==> config.mk <==
export PLATFORM = sky130hd
export DESIGN_NAME = lcd_fetch_sched
export DESIGN_NICKNAME = d
export VERILOG_FILES = /design/src/rtl/lcd_pkg.sv /design/src/rtl/lcd_pix_cnt.sv /design/src/rtl/lcd_fetch_sched.sv
export SDC_FILE = /design/constraint.sdc
export NUM_CORES = 1
export LEC_CHECK = 0
export BUFFER_PORTS_ARGS = -buffer_cell sky130_fd_sc_hd__buf_2
export CAP_MARGIN = 15
export CORE_ASPECT_RATIO = 1.25
export CORE_UTILIZATION = 25
export DETAILED_ROUTE_END_ITERATION = 8
export SYNTH_ARGS = -nofsm -noshare
export SYNTH_HDL_FRONTEND = slang
export SYNTH_SLANG_ARGS = --single-unit
export TNS_END_PERCENT = 20
==> constraint.sdc <==
create_clock -name fifo_wr_clk -period 1.7 [get_ports fifo_wr_clk]
set_input_delay 0.085 -clock fifo_wr_clk [delete_from_list [all_inputs] [get_ports fifo_wr_clk]]
set_output_delay 0.085 -clock fifo_wr_clk [all_outputs]
set_load 0.03 [all_outputs]
==> src/rtl/lcd_pkg.sv <==
// Shared LCD definitions: fetch scheduler state encoding, default panel
// geometry (also used by the LCD timing generator) and a counter-width helper.
package lcd_pkg;

  typedef enum logic [2:0] {
    ST_IDLE  = 3'd0,
    ST_SYNC  = 3'd1,
    ST_REQ   = 3'd2,
    ST_BURST = 3'd3,
    ST_DONE  = 3'd4
  } lcd_state_e;

  localparam int LCD_H_ACTIVE = 800;
  localparam int LCD_V_ACTIVE = 480;

  // Width needed to count 0..n-1, never less than one bit.
  function automatic int cnt_w(input int n);
    return (n > 1) ? $clog2(n) : 1;
  endfunction

endpackage

==> src/rtl/lcd_pix_cnt.sv <==
// Pixel position counter: x runs 0..H_ACTIVE-1 and wraps into the next line,
// y runs 0..V_ACTIVE-1 and wraps at the end of the frame. last_pix_o flags
// the final pixel of the frame at the current position.
module lcd_pix_cnt
  import lcd_pkg::*;
#(
  parameter int H_ACTIVE = LCD_H_ACTIVE,
  parameter int V_ACTIVE = LCD_V_ACTIVE,
  parameter int X_W      = cnt_w(H_ACTIVE),
  parameter int Y_W      = cnt_w(V_ACTIVE)
) (
  input  logic           clk_i,
  input  logic           rst_i,
  input  logic           clr_i,
  input  logic           inc_i,
  output logic [X_W-1:0] x_o,
  output logic           last_pix_o
);

  localparam logic [X_W-1:0] X_LAST = X_W'(H_ACTIVE - 1);
  localparam logic [Y_W-1:0] Y_LAST = Y_W'(V_ACTIVE - 1);

  logic [X_W-1:0] x_q, x_d;
  logic [Y_W-1:0] y_q, y_d;

  // Next position: clear wins, otherwise advance with line and frame wrap.
  always_comb begin
    x_d = x_q;
    y_d = y_q;
    if (clr_i) begin
      x_d = '0;
      y_d = '0;
    end else if (inc_i) begin
      if (x_q == X_LAST) begin
        x_d = '0;
        if (y_q == Y_LAST) begin
          y_d = '0;
        end else begin
          y_d = y_q + Y_W'(1);
        end
      end else begin
        x_d = x_q + X_W'(1);
        y_d = y_q;
      end
    end else begin
      x_d = x_q;
      y_d = y_q;
    end
  end

  // Position registers.
  always_ff @(posedge clk_i) begin
    if (rst_i) begin
      x_q <= '0;
      y_q <= '0;
    end else begin
      x_q <= x_d;
      y_q <= y_d;
    end
  end

  assign x_o        = x_q;
  assign last_pix_o = (x_q == X_LAST) && (y_q == Y_LAST);

endmodule

==> src/rtl/lcd_fetch_sched.sv <==
// Frame-fetch scheduler for the LCD line FIFO write side. Starts a frame on
// lcd_framesync, requests line-bounded bursts only when the FIFO has room for
// a full burst, gates source beats into the FIFO and stops after one frame.
module lcd_fetch_sched
  import lcd_pkg::*;
#(
  parameter int H_ACTIVE              = LCD_H_ACTIVE,
  parameter int V_ACTIVE              = LCD_V_ACTIVE,
  parameter int BURST_LEN             = 64,
  parameter int FIFO_ALMOSTFULL_DEPTH = 1000,
  parameter int FIFO_CNT_W            = 11
) (
  input  logic                  fifo_wr_clk,
  input  logic                  rst,
  input  logic                  enable,
  input  logic                  lcd_framesync,
  output logic                  axis_data_sync,
  output logic                  axis_data_requst,
  input  logic                  axis_data_en,
  output logic                  fifo_wr_en,
  input  logic                  fifo_full,
  input  logic [FIFO_CNT_W-1:0] fifo_wr_cnt,
  output logic                  frame_busy,
  output logic                  drop_err,
  output logic                  abort_err
);

  localparam int X_W  = cnt_w(H_ACTIVE);
  localparam int Y_W  = cnt_w(V_ACTIVE);
  localparam int BC_W = cnt_w(BURST_LEN + 1);

  // FIFO headroom check is done one bit wider than the level so it cannot wrap.
  localparam logic [FIFO_CNT_W:0] LVL_BURST = (FIFO_CNT_W + 1)'(BURST_LEN);
  localparam logic [FIFO_CNT_W:0] LVL_CEIL  = (FIFO_CNT_W + 1)'(FIFO_ALMOSTFULL_DEPTH);
  localparam logic [X_W:0]        H_EXT     = (X_W + 1)'(H_ACTIVE);
  localparam logic [X_W:0]        BL_EXT    = (X_W + 1)'(BURST_LEN);

  lcd_state_e      state_q, state_d;
  logic [BC_W-1:0] blen_q, blen_d;
  logic [BC_W-1:0] bcnt_q, bcnt_d;
  logic            sync_q, req_q, busy_q, drop_q, abort_q;

  logic [X_W-1:0]        x_s;
  logic                  last_pix_s;
  logic                  cnt_clr_s;
  logic                  wr_en_s;
  logic                  abort_s;
  logic                  room_s;
  logic [FIFO_CNT_W:0]   lvl_sum_s;
  logic [X_W:0]          rem_s;
  logic [BC_W-1:0]       blen_s;
  logic [BC_W-1:0]       bcnt_inc_s;

  lcd_pix_cnt #(
    .H_ACTIVE (H_ACTIVE),
    .V_ACTIVE (V_ACTIVE),
    .X_W      (X_W),
    .Y_W      (Y_W)
  ) u_pix_cnt (
    .clk_i      (fifo_wr_clk),
    .rst_i      (rst),
    .clr_i      (cnt_clr_s),
    .inc_i      (wr_en_s),
    .x_o        (x_s),
    .last_pix_o (last_pix_s)
  );

  // Beat gating, FIFO headroom and the line-bounded length of the next burst.
  always_comb begin
    wr_en_s    = axis_data_en & (state_q == ST_BURST) & ~fifo_full;
    lvl_sum_s  = {1'b0, fifo_wr_cnt} + LVL_BURST;
    room_s     = (lvl_sum_s <= LVL_CEIL);
    rem_s      = H_EXT - {1'b0, x_s};
    bcnt_inc_s = bcnt_q + BC_W'(1);
    if (rem_s < BL_EXT) begin
      blen_s = BC_W'(rem_s);
    end else begin
      blen_s = BC_W'(BURST_LEN);
    end
  end

  // Next-state logic; enable low forces IDLE from any state without error.
  always_comb begin
    state_d   = state_q;
    blen_d    = blen_q;
    bcnt_d    = bcnt_q;
    cnt_clr_s = 1'b0;
    abort_s   = 1'b0;
    if (!enable) begin
      state_d = ST_IDLE;
    end else begin
      case (state_q)
        ST_IDLE: begin
          if (lcd_framesync) begin
            state_d = ST_SYNC;
          end else begin
            state_d = ST_IDLE;
          end
        end
        ST_SYNC: begin
          cnt_clr_s = 1'b1;
          state_d   = ST_REQ;
        end
        ST_REQ: begin
          if (lcd_framesync) begin
            abort_s = 1'b1;
            state_d = ST_SYNC;
          end else if (room_s) begin
            blen_d  = blen_s;
            bcnt_d  = '0;
            state_d = ST_BURST;
          end else begin
            state_d = ST_REQ;
          end
        end
        ST_BURST: begin
          if (lcd_framesync) begin
            abort_s = 1'b1;
            state_d = ST_SYNC;
          end else if (wr_en_s) begin
            bcnt_d = bcnt_inc_s;
            if (bcnt_inc_s == blen_q) begin
              state_d = last_pix_s ? ST_DONE : ST_REQ;
            end else begin
              state_d = ST_BURST;
            end
          end else begin
            state_d = ST_BURST;
          end
        end
        ST_DONE: begin
          if (lcd_framesync) begin
            state_d = ST_SYNC;
          end else begin
            state_d = ST_DONE;
          end
        end
        default: begin
          state_d = ST_IDLE;
        end
      endcase
    end
  end

  // State and burst bookkeeping registers.
  always_ff @(posedge fifo_wr_clk) begin
    if (rst) begin
      state_q <= ST_IDLE;
      blen_q  <= '0;
      bcnt_q  <= '0;
    end else begin
      state_q <= state_d;
      blen_q  <= blen_d;
      bcnt_q  <= bcnt_d;
    end
  end

  // Registered status outputs decoded from the next state, plus sticky errors.
  always_ff @(posedge fifo_wr_clk) begin
    if (rst) begin
      sync_q  <= 1'b0;
      req_q   <= 1'b0;
      busy_q  <= 1'b0;
      drop_q  <= 1'b0;
      abort_q <= 1'b0;
    end else begin
      sync_q  <= (state_d == ST_SYNC);
      req_q   <= (state_d == ST_BURST);
      busy_q  <= (state_d == ST_SYNC) || (state_d == ST_REQ) || (state_d == ST_BURST);
      drop_q  <= drop_q | (axis_data_en & ~wr_en_s);
      abort_q <= abort_q | abort_s;
    end
  end

  assign axis_data_sync   = sync_q;
  assign axis_data_requst = req_q;
  assign frame_busy       = busy_q;
  assign drop_err         = drop_q;
  assign abort_err        = abort_q;
  assign fifo_wr_en       = wr_en_s;

endmodule

Yosys cells after proc, flatten, opt, wreduce, memory -nomap -nowiden
Index checks and enable logic that the tools add are counted.
Storage, ports and cells
  register bits: 41
  output and inout port bits: 6
  word-level logic and storage cells: 72
Operators by class
  add/sub/neg operators: 5
  $lt $le $gt $ge: 2
  equality and inequality tests: 14
  muxes and demuxes: 23
  bitwise gates (word level): 8
  reductions and logical operators: 10
Operator list (count)
  7-bit 2-to-1 mux: 5
  3-bit 2-to-1 mux: 6
  3-bit case mux with 5 select lines: 1
  7-bit case mux with 2 select lines: 1
  11-bit by 7-bit adder with 12-bit output (second input constant): 1
  3-bit by 2-bit == test with 1-bit output (second input constant): 4
  12-bit by 10-bit less-or-equal comparator with 1-bit output (second input constant): 1
  11-bit by 7-bit < comparator with 1-bit output (second input constant): 1
  10-bit by 10-bit subtractor with 11-bit output (first input constant): 1
  10-bit by 1-bit adder with 10-bit output (second input constant): 1
  10-bit == test (second input constant): 1
  10-bit 2-to-1 mux: 1
  9-bit by 1-bit adder with 9-bit output (second input constant): 1
  9-bit == test (second input constant): 1
  9-bit 2-to-1 mux: 1
  2-bit inequality test (second input constant): 4
  7-bit by 1-bit adder with 7-bit output (second input constant): 1
  7-bit == test: 1
  1-bit 2-to-1 mux: 7
  3-bit by 1-bit == test with 1-bit output (second input constant): 2
  6-bit AND reduction: 1
  4-bit AND reduction: 1
  2-bit OR reduction: 2
  1-bit bitwise AND: 3
  9 further kinds: 13

Longest topological paths before layout
Gate-level depths: netlist of the first run.
  depth in word-level cells: 11
  mapped depth: 8
  depth with buffers taken out: 7

Modules after synthesis
Synthesis of the first run repeated with hierarchy kept, for this count alone.
Second synthesis, totals
  cells, all modules: 273
  area, all modules: 2260.9 µm²
By module, submodules not included
  lcd_fetch_sched: times used 1, cells each 168, area an instance 1327.5 µm², sequential area each 440.4 µm²
  lcd_pix_cnt: times used 1, cells each 105, area an instance 933.4 µm², sequential area each 380.4 µm²

Worst setup path before layout of the first run
Ideal clock, no wire load.
  path type: register to register
  start point: register bcnt_q[0]
  end point: register busy_q (netlist: frame_busy)
  setup time: 134 ps
  arrival time: 1691 ps
  path slack: -125 ps
  stages on the path, launching flop included: 8
  buffers on the path: 0
  period minus slack after synthesis: 1825 ps
  cells stage by stage: dfxtp_1 > ha_1 > and3_1 > nand3_1 > xnor2_1 > nor4_2 > o211a_1 > a21oi_1
Between the ends
  cells in the longest elaborated chain, start to end: 10
  elaborated cells between the ends (all ways): 12
  those cells by class: add/sub (1); eq/ne (4); mux (5); reduce/logical (2)
Ends and longest elaborated chain
  start, declared: line lcd_fetch_sched.sv:40  | logic [BC_W-1:0] bcnt_q, bcnt_d;
  start signal, assigned: line lcd_fetch_sched.sv:154  | bcnt_q <= bcnt_d;
  7-bit by 1-bit adder with 7-bit output (*): line lcd_fetch_sched.sv:74  | bcnt_inc_s = bcnt_q + BC_W'(1);
  7-bit == test (*): line lcd_fetch_sched.sv:122  | if (bcnt_inc_s == blen_q) begin
  3-bit 2-to-1 mux (*): line lcd_fetch_sched.sv:122
  3-bit 2-to-1 mux (*): line lcd_fetch_sched.sv:120  | end else if (wr_en_s) begin
  3-bit 2-to-1 mux (*): line lcd_fetch_sched.sv:117  | if (lcd_framesync) begin
  3-bit case mux with 5 select lines (*): line lcd_fetch_sched.sv:92  | case (state_q)
  3-bit 2-to-1 mux (*): line lcd_fetch_sched.sv:89  | if (!enable) begin
  3-bit by 1-bit == test with 1-bit output / 3-bit by 2-bit == test with 1-bit output (equally long branches): line lcd_fetch_sched.sv:169  | busy_q <= (state_d == ST_SYNC) || (state_d == ST_REQ) || (state_d == ST_BURST);
  1-bit logical OR: line lcd_fetch_sched.sv:169
  1-bit logical OR (*): line lcd_fetch_sched.sv:169
  end signal, assigned: line lcd_fetch_sched.sv:169
  end, declared: line lcd_fetch_sched.sv:41  | logic sync_q, req_q, busy_q, drop_q, abort_q;
Mark *: on every way between the ends. The rest lies on a longest branch, timed or not.
A chain may end at the register's enable or synchronous reset.

Final worst setup path of the first run
  start point: register bcnt_q[1]
  end point: register busy_q (netlist: frame_busy)
Same word-level chain as after synthesis.

==> impl_metrics.yaml, run 1 <==
floorplan:
  coreArea_sq_mm: 0.00819
  start_util_pct: 25.6
  die_area_sq_mm: 0.00877
  ios: 23
  die_w_microns: 83.9
  rows: 37
  die_h_microns: 104
cells_and_area:
  nNetsFinal: 337
  drive_gt1_share_pct: 36.6
  layout_commonest_cell: "buf_4"
  diodes: 0
  layout_common_cells: "42 x buf_4, 40 x nor2_1, 32 x dfxtp_1"
  fin_cells: 414
  area_delta_synth_final_pct: 38.8
timing:
  setup_violations: 12
  tightest_slew_ps: 537
  slew_viol_final: 0
  hold_violations: 0
  relSlewSlack_pct: 64.1
  finalCriticalPeriod_ps: 1790
  grt_setup_unrepaired: "yes"
  period_share_pct: 105
  finalClockSkew_ps: 7.33
  max_freq_mhz: 558
  setup_tns_ps: -559
  timing.final.ws_setup_ps: -91.1
yosys:
  yosys.area_share.simple_pct: 28.1
  syn_area_sq_mm: 0.00210
  ys_ff_latch: 41
  synth-compound-area-share_pct: 15.9
  synth_async_sr_flop_share_pct: 0
  synth_top_area_share_pct: 39.1
  synth_nets: 271
  synthCells: 250
  post-synth-top-area-cell: "dfxtp_1"
  synth_top_family_by_area: "simple AND/OR/NAND/NOR gates"
  synth_edf_count: 0
  yosysWarnings: 0
  synthAdderAreaFrac_pct: 2.39
  synthXorXnorAreaFrac_pct: 11.3
  yosys-top-cells-area: "dfxtp_1 39%, nor2_1 7.7%, xnor2_1 6.3%, xor2_1 5.0%, a21oi_1 4.1%"
  ys_types: 45
  avgSynthCellArea_sq_um: 8.39
  synth.mux.area_fraction_pct: 0.477
  synthFlopType: "dfxtp_1"
  ys_seq_area_share_pct: 39.1
detailed_routing:
  routed_wl_microns: 5040
  wl_per_cell_microns: 12.2
  vias: 1983
  drt_iter0_markers: 80
  dr.pass1.iters: 6
  route.detailed.drc: 8
  via_per_inst: 4.79
  ant_nets: 0
placement:
  placed_cells: 404
  portBuffers: 22
  place.detailed.hpwl_microns: 3780
  pre_cts_ws_ps: -187
  gp_congestion: 0.759
power:
  switching_power_w: 0.000416
  power.internal_w: 0.00129
  p_sw_share_pct: 24.3
  ir_drop_uv: 259
  power_frac_comb_pct: 7.0
  seqPwrFrac_pct: 56.5
  p_per_area_mw_per_mm2: 587
  p_leak_nw: 1.16
  p_clk_share_pct: 36.6
clock_network:
  cts_root_buf: "clkbuf_8"
  h-tree-depth: 2
  clkLatencyLatePin_ps: 290
  ctsLongestPathBuffers: 2
  cts_buffers: 5
  cts.clk_slew.worst_paths_ps: 80
  cts-hold-fix-buffers: 0
  cts_tree: "built"
  cts_sinks: 41
global_routing:
  grt_pass1_wl_microns: 8400
  antenna_found_initial: 0
  grt_max_degree: 15
  grtUsageTotal_pct: 11.9
  overflow: 0
  grt_pass1_vias: 1893
hold_path:
  min_path_cells: 3
  hold_path.class: "input pin to register"
outcome:
  violations: "DRC, setup timing"
  status: "finished, violations left"
critical_path:
  worst_ep_arrival_time_ps: 1950
  worstPathRequired_ps: 1860
  r2r_cells: 8
  worstPathMaxFanout: 5
  end_kind: "register"
  start_kind: "register"
  crit_type: "register to register"
flow_run:
  drv_cap: 0
-- cell usage after synthesis (all sizes together), types with 5 or more instances --
cell	n
clkbuf	5
inv	7
nor2	43
o21ai	8
a21oi	17
dfxtp	41
xor2	12
nand2	21
nor4	6
xnor2	15
nand3	12
a22o	6
and3	6
nand2b	6
-- critical path, stage by stage (launching register included) --
cell     delay [ps]
dfxtp_4         370
ha_4            170
and3_4          210
nand3_4          80
xnor2_2         150
nor4_2          230
buf_4           180
a21o_1          190
a21oi_1          80
-- sequential cells by signal, summed over array words and instances, names as in the netlist, 3 cells and up --
signal	cells
u_pix_cnt.x_o	10
u_pix_cnt.y_q	9
bcnt_q	7
blen_q	7
state_q	3
-- kinds of logic after synthesis --
kind of cell / after synthesis
AO/OA/AOI/OAI: 50
XOR/XNOR: 27
adder cells (fa/ha/maj): 4
buffers and inverters: 14
flip-flops: 41
multiplexers: 1
AND/OR/NAND/NOR: 113
-- power by group through the flow --
stage	sequential, W	clock, W	combinational [W]
final	0.000965	0.000625	0.000119
after global routing	0.000966	0.000689	0.000129
after floorplan	0.00100	0	0.0000460
after global placement	0.000990	0	0.000107
after detailed placement	0.000990	0	0.000106
after CTS	0.000968	0.000651	0.000113
-- metal layers --
| layer | wire length, microns | track usage [%] |
|---|---|---|
| met5 | 0 | 0 |
| met4 | 69 | 4.19 |
| met3 | 172 | 2.86 |
| met2 | 2600 | 21.8 |
| met1 | 2200 | 13.3 |
-- metrics by stage --
step / hold slack, ps / area, sq um / total power (W) / util (%)
after floorplan: 183 / 2140 / 0.00105 / -
after global placement: 328 / 2660 / 0.00110 / 32.4
after detailed placement: 339 / 2660 / 0.00110 / 32.4
after CTS: 23.9 / 2820 / 0.00173 / 34.4
after global routing: 64.7 / 2910 / 0.00178 / 35.5
final: 27.4 / 2910 / 0.00171 / 35.5
-- worst paths after layout --
kind	to	startpoint	slack (ps)
worst max-delay path	frame_busy	bcnt_q[1]	-90
worst min-delay path	drop_err	axis_data_en	30
worst max register to register	frame_busy	bcnt_q[1]	-90
worst min register to register	drop_err	drop_err	470
-- final cells by class --
type,instances,area [sq um]
fillers,853,5280
multi-input cells,195,1390
flip-flops and latches,41,840
repair buffers,66,454
well taps,97,121
clock buffers,6,72.6
inverters,7,26.3
clock inverters,2,10.0
-- what timing repair did --
item,in CTS,in global routing
buffers inserted,1,1
pin swaps,11,12
endpoints found under the setup margin,32,37
resized for setup,21,24
(Power assumes the default switching activity.)
==> run 2, diff against run 1 <==
Settings changed: CELL_PAD_IN_SITES_DETAIL_PLACEMENT set to 1, CELL_PAD_IN_SITES_GLOBAL_PLACEMENT set to 1, PLACE_DENSITY_LB_ADDON set to 0.1.
==> run 2 against run 1 <==
  * The run still ends with DRC, setup timing left
  * Non-clock buffer count up 18
  * Count of clock-buffer cells in the layout up 1
  * Sequential power about the same
  * Combinational power up 14%
  * Register-to-register slack better by 40 ps
  * Setup slack better by 19 ps
  * Critical path depth down 1
  * Worst hold slack better by 13 ps
  * Die area unchanged
  * Core utilization up 3.1 points
  * Clock skew up 4.1 ps
  * Largest cell class unchanged
  * Highest routed layer unchanged
==> impl_metrics.yaml, run 2 (synthesis gave the netlist of run 1 again) <==
clock_network:
  cts-hold-fix-buffers: 0
  h-tree-depth: 2
  cts_root_buf: "clkbuf_8"
  cts.clk_slew.worst_paths_ps: 90
  cts_buffers: 5
  cts_tree: "built"
  ctsLongestPathBuffers: 2
  clkLatencyLatePin_ps: 300
  cts_sinks: 41
placement:
  place.detailed.hpwl_microns: 4400
  gp_congestion: 0.723
  portBuffers: 22
  placed_area_sq_mm: 0.00279
critical_path:
  crit_buf_inv: 5
  worstPathRequired_ps: 1620
  cp_top_family: "buffers and inverters"
  cpMaxStageDelayCell: "dfxtp_2"
  end_kind: "output pin"
  r2r_setup_slack_ps: -50
  crit_path_max_incr_delay_ps: 330
  crit_type: "register to output pin"
  worstPathMaxFanout: 8
  crit_chain: "nand3b_4 > buf_4 > or2_4 > buf_4 > inv_4 > buf_6 > buf_6"
  worst_ep_arrival_time_ps: 1690
  start_kind: "register"
floorplan:
  coreArea_sq_mm: 0.00819
  die_w_microns: 83.9
  ios: 23
  rows: 37
  die_area_sq_mm: 0.00877
  die_h_microns: 104
  start_util_pct: 25.6
detailed_routing:
  ant_nets: 0
  dr.pass1.iters: 6
  routed_wl_microns: 5850
  wl_per_cell_microns: 13.5
  drt_iter0_markers: 42
  via_per_inst: 4.78
  vias: 2066
  route.detailed.drc: 4
timing:
  tightest_slew_ps: 586
  timing.final.ws_setup_ps: -71.8
  grt_setup_unrepaired: "yes"
  finalClockSkew_ps: 11.4
  max_freq_mhz: 564
  slew_viol_final: 0
  hold_violations: 0
  finalCriticalPeriod_ps: 1770
  period_share_pct: 104
  relSlewSlack_pct: 60.9
  setup_tns_ps: -247
  setup_violations: 8
power:
  ir_drop_uv: 364
  p_leak_nw: 1.29
  p_per_area_mw_per_mm2: 614
global_routing:
  overflow: 0
  grt_pass1_wl_microns: 9880
  grt_max_degree: 15
  antenna_found_initial: 0
  grtUsageTotal_pct: 14.2
  grt_pass1_vias: 2134
cells_and_area:
  diodes: 0
  fin_area_sq_mm: 0.00316
  nNetsFinal: 355
  drive_gt1_share_pct: 43.3
  layout_common_cells: "57 x buf_4, 36 x nor2_1, 29 x dfxtp_1"
  seq_area_sq_um: 846
  nFillCells: 964
  largest_register_ffs: 10
  multiInputGateArea_sq_mm: 0.00144
  area_delta_synth_final_pct: 50.7
  layout_commonest_cell: "buf_4"
outcome:
  status: "finished, violations left"
  violations: "DRC, setup timing"
flow_run:
  drv_cap: 0
hold_path:
  hold_path.class: "input pin to register"
[run 2: cell types whose count changed in the layout (fill, tap and decap cells not counted), sizes merged]
cell,change
bufinv,+1
clkbuf,+1
clkinv,-2
buf,+18
[run 2: path summary, 6_finish.rpt]
path              cells after the start        startpoint                to
setup / recovery                      7        state_q[2]        fifo_wr_en
hold reg to reg                       2  u_pix_cnt.y_q[8]  u_pix_cnt.y_q[8]
hold / removal                        3      axis_data_en          drop_err
setup reg to reg                      8         bcnt_q[0]  axis_data_requst
[run 2: metal layers]
metal	share of wire, %	up-vias	global-route usage (%)
met2	53	22	26.2
met4	1.8	0	5.54
met5	0	-	0
met1	43	999	16.0
met3	2.3	7	2.30
li1	-	1038	-
[run 2: worst reg2reg max path, cell delays in order, from the launching register on]
cell     delay [ps]
dfxtp_4         370
ha_4            160
and3_4          200
nand3_4          80
xnor2_2         180
nor4_2           50
buf_4           150
o211a_4         250
nor4b_2         230
[run 2: repair_timing]
item,CTS,global route
pin swaps,19,25
gates resized for setup,38,24
buffers inserted,1,4
endpoints found under the setup margin,37,35
[run 2: layout make-up]
class / count / area share (%)
Tap cell: 97 / 3.84
Clock buffer: 7 / 2.73
Clock inverter: 1 / 0.949
Timing Repair Buffer: 84 / 19.3
Inverter: 7 / 0.910
Multi-Input combinational cell: 195 / 45.6
Sequential cell: 41 / 26.7
[run 2: where the power goes]
group / internal (W) / switching [W]
clock: 0.000480 / 0.000363
sequential: 0.000960 / 0.00000364
combinational: 0.0000562 / 0.0000798
total: 0.00150 / 0.000446
[run 2: through the flow]
step / total power (W) / worst slack (ps) / utilization [%] / cells / hold slack (ps)
4_1_cts: 0.00198 / -47.0 / 37.3 / 429 / 39.7
3_3_place_gp: 0.00111 / -162 / 34.0 / 420 / 339
3_5_place_dp: 0.00111 / -167 / 34.0 / 420 / 360
2_1_floorplan: 0.00105 / -41.5 / - / 250 / 183
5_1_grt: 0.00202 / -151 / 38.6 / 432 / 65.7
6_report: 0.00194 / -71.8 / 38.6 / 432 / 40.1
==> run 3, diff against run 2 <==
Settings changed: CTS_BUF_LIST set to sky130_fd_sc_hd__clkbuf_4 sky130_fd_sc_hd__clkbuf_8 sky130_fd_sc_hd__clkbuf_16.
==> run 3 against run 2 <==
  * The flow still finishes with violations (DRC, setup timing)
  * First-iteration DRC count grew 4.8%
  * Setup slack lost 1.7 ps
  * Sequential share of layout area is essentially flat
  * Global-route usage is the same
  * Maximum frequency is essentially flat
  * Clock power grew 2%
  * Register-to-register slack is essentially flat
  * Via count is essentially flat
  * Sequential power is essentially flat
  * Worst hold slack is essentially flat
  * Non-clock buffer count is the same
  * Critical endpoint unchanged
  * Highest routed layer unchanged
==> impl_metrics.yaml, run 3 (synthesis gave the netlist of run 1 again) <==
floorplan:
  die_w_microns: 83.9
  rows: 37
  start_util_pct: 25.6
  die_h_microns: 104
  ios: 23
  die_area_sq_mm: 0.00877
  coreArea_sq_mm: 0.00819
critical_path:
  r2r_cells: 7
  worst_ep_arrival_time_ps: 1690
  crit_type: "register to output pin"
  end_kind: "output pin"
  worstPathMaxFanout: 8
  worstPathRequired_ps: 1620
  start_kind: "register"
global_routing:
  antenna_found_initial: 0
  grtUsageTotal_pct: 14.2
  overflow: 0
  grt_pass1_wl_microns: 9880
  grt_pass1_vias: 2134
  grt_max_degree: 15
timing:
  tightest_slew_ps: 586
  relSlewSlack_pct: 60.9
  max_freq_mhz: 564
  grt_setup_unrepaired: "yes"
  finalCriticalPeriod_ps: 1770
  finalClockSkew_ps: 11.5
  hold_violations: 0
  period_share_pct: 104
  timing.final.ws_setup_ps: -73.5
  slew_viol_final: 0
  setup_violations: 8
clock_network:
  cts_tree: "built"
  cts_buffers: 5
  h-tree-depth: 2
  clkLatencyLatePin_ps: 300
  cts.clk_slew.worst_paths_ps: 90
  cts_sinks: 41
  ctsLongestPathBuffers: 2
  cts_root_buf: "clkbuf_8"
cells_and_area:
  nFillCells: 963
  layout_common_cells: "57 x buf_4, 36 x nor2_1, 29 x dfxtp_1"
  layout_commonest_cell: "buf_4"
  nNetsFinal: 355
  largest_register_ffs: 10
  diodes: 0
  area_delta_synth_final_pct: 50.9
  seq_area_sq_um: 846
  multiInputGateArea_sq_mm: 0.00144
  fin_area_sq_mm: 0.00317
  drive_gt1_share_pct: 43.6
detailed_routing:
  routed_wl_microns: 5860
  dr.pass1.iters: 6
  ant_nets: 0
  wl_per_cell_microns: 13.6
  drt_iter0_markers: 44
  route.detailed.drc: 4
  vias: 2065
  via_per_inst: 4.78
power:
  p_clk_share_pct: 43.9
  p_leak_nw: 1.29
  p_per_area_mw_per_mm2: 619
  power_frac_comb_pct: 6.9
  seqPwrFrac_pct: 49.2
  total_power_w: 0.00196
  p_sw_share_pct: 22.9
  power.internal_w: 0.00151
  switching_power_w: 0.000448
  ir_drop_uv: 367
placement:
  placed_area_sq_mm: 0.00279
  place.detailed.hpwl_microns: 4400
  gp_congestion: 0.723
  portBuffers: 22
hold_path:
  hold_path.class: "input pin to register"
  min_path_cells: 3
flow_run:
  drv_cap: 0
outcome:
  violations: "DRC, setup timing"
  status: "finished, violations left"
[run 3: cell count changes in the layout (fill, tap and decap cells not counted)]
cell / before / now
clkbuf_1: 1 / 0
clkbuf_4: 0 / 1
[run 3: final timing paths]
check	start	to	slack [ps]
max reg2reg	state_q[2]	frame_busy	-60
min reg2reg	u_pix_cnt.y_q[8]	u_pix_cnt.y_q[8]	480
min	axis_data_en	drop_err	40
max	state_q[2]	fifo_wr_en	-70
[run 3: through the flow]
step	hold WS [ps]	utilization, %	TNS (ps)	std cells	worst slack, ps
detailed placement	360	34.0	-3330	420	-167
global route	65.7	38.6	-2650	432	-151
floorplan	183	-	-139	250	-41.5
global placement	339	34.0	-2580	420	-162
CTS	39.7	37.3	-309	429	-47.0
finish	40.1	38.6	-254	432	-73.5
[run 3: area by class of cell]
| class | instances | share of cell area [%] |
|---|---|---|
| clock buffers | 7 | 2.84 |
| well taps | 97 | 3.83 |
| repair buffers | 84 | 19.2 |
| flip-flops and latches | 41 | 26.7 |
| inverters | 7 | 0.909 |
| multi-input cells | 195 | 45.5 |
| clock inverters | 1 | 0.948 |
[run 3: metal layers]
| metal | track usage (%) | part of all wire (%) | vias to the layer above |
|---|---|---|---|
| met4 | 5.54 | 1.8 | 0 |
| met2 | 26.2 | 53 | 22 |
| met1 | 16.0 | 43 | 998 |
| met5 | 0 | 0 | - |
| met3 | 2.30 | 2.3 | 7 |
| li1 | - | - | 1038 |
[run 3: power by group through the flow]
stage          clock (W)  sequential [W]  combinational, W
3_3_place_gp           0        0.000990          0.000121
4_1_cts         0.000901        0.000966          0.000132
5_1_grt         0.000924        0.000965          0.000148
6_report        0.000860        0.000964          0.000136
2_1_floorplan          0         0.00100         0.0000460
3_5_place_dp           0        0.000990          0.000120
[run 3: repair_timing]
action                     4_1_cts  5_1_grt
hold buffers                     0        0
setup buffers                    1        4
gates resized for setup         38       24
setup endpoints to repair       37       35
pin swaps                       19       25
hold endpoints to repair         0        0
[run 3: critical path, stage by stage (launching register included)]
cell and delay (ps):
dfxtp_2 330, nand3b_4 160, buf_4 140, or2_4 300
buf_4 170, inv_4 60, buf_6 110, buf_6 120
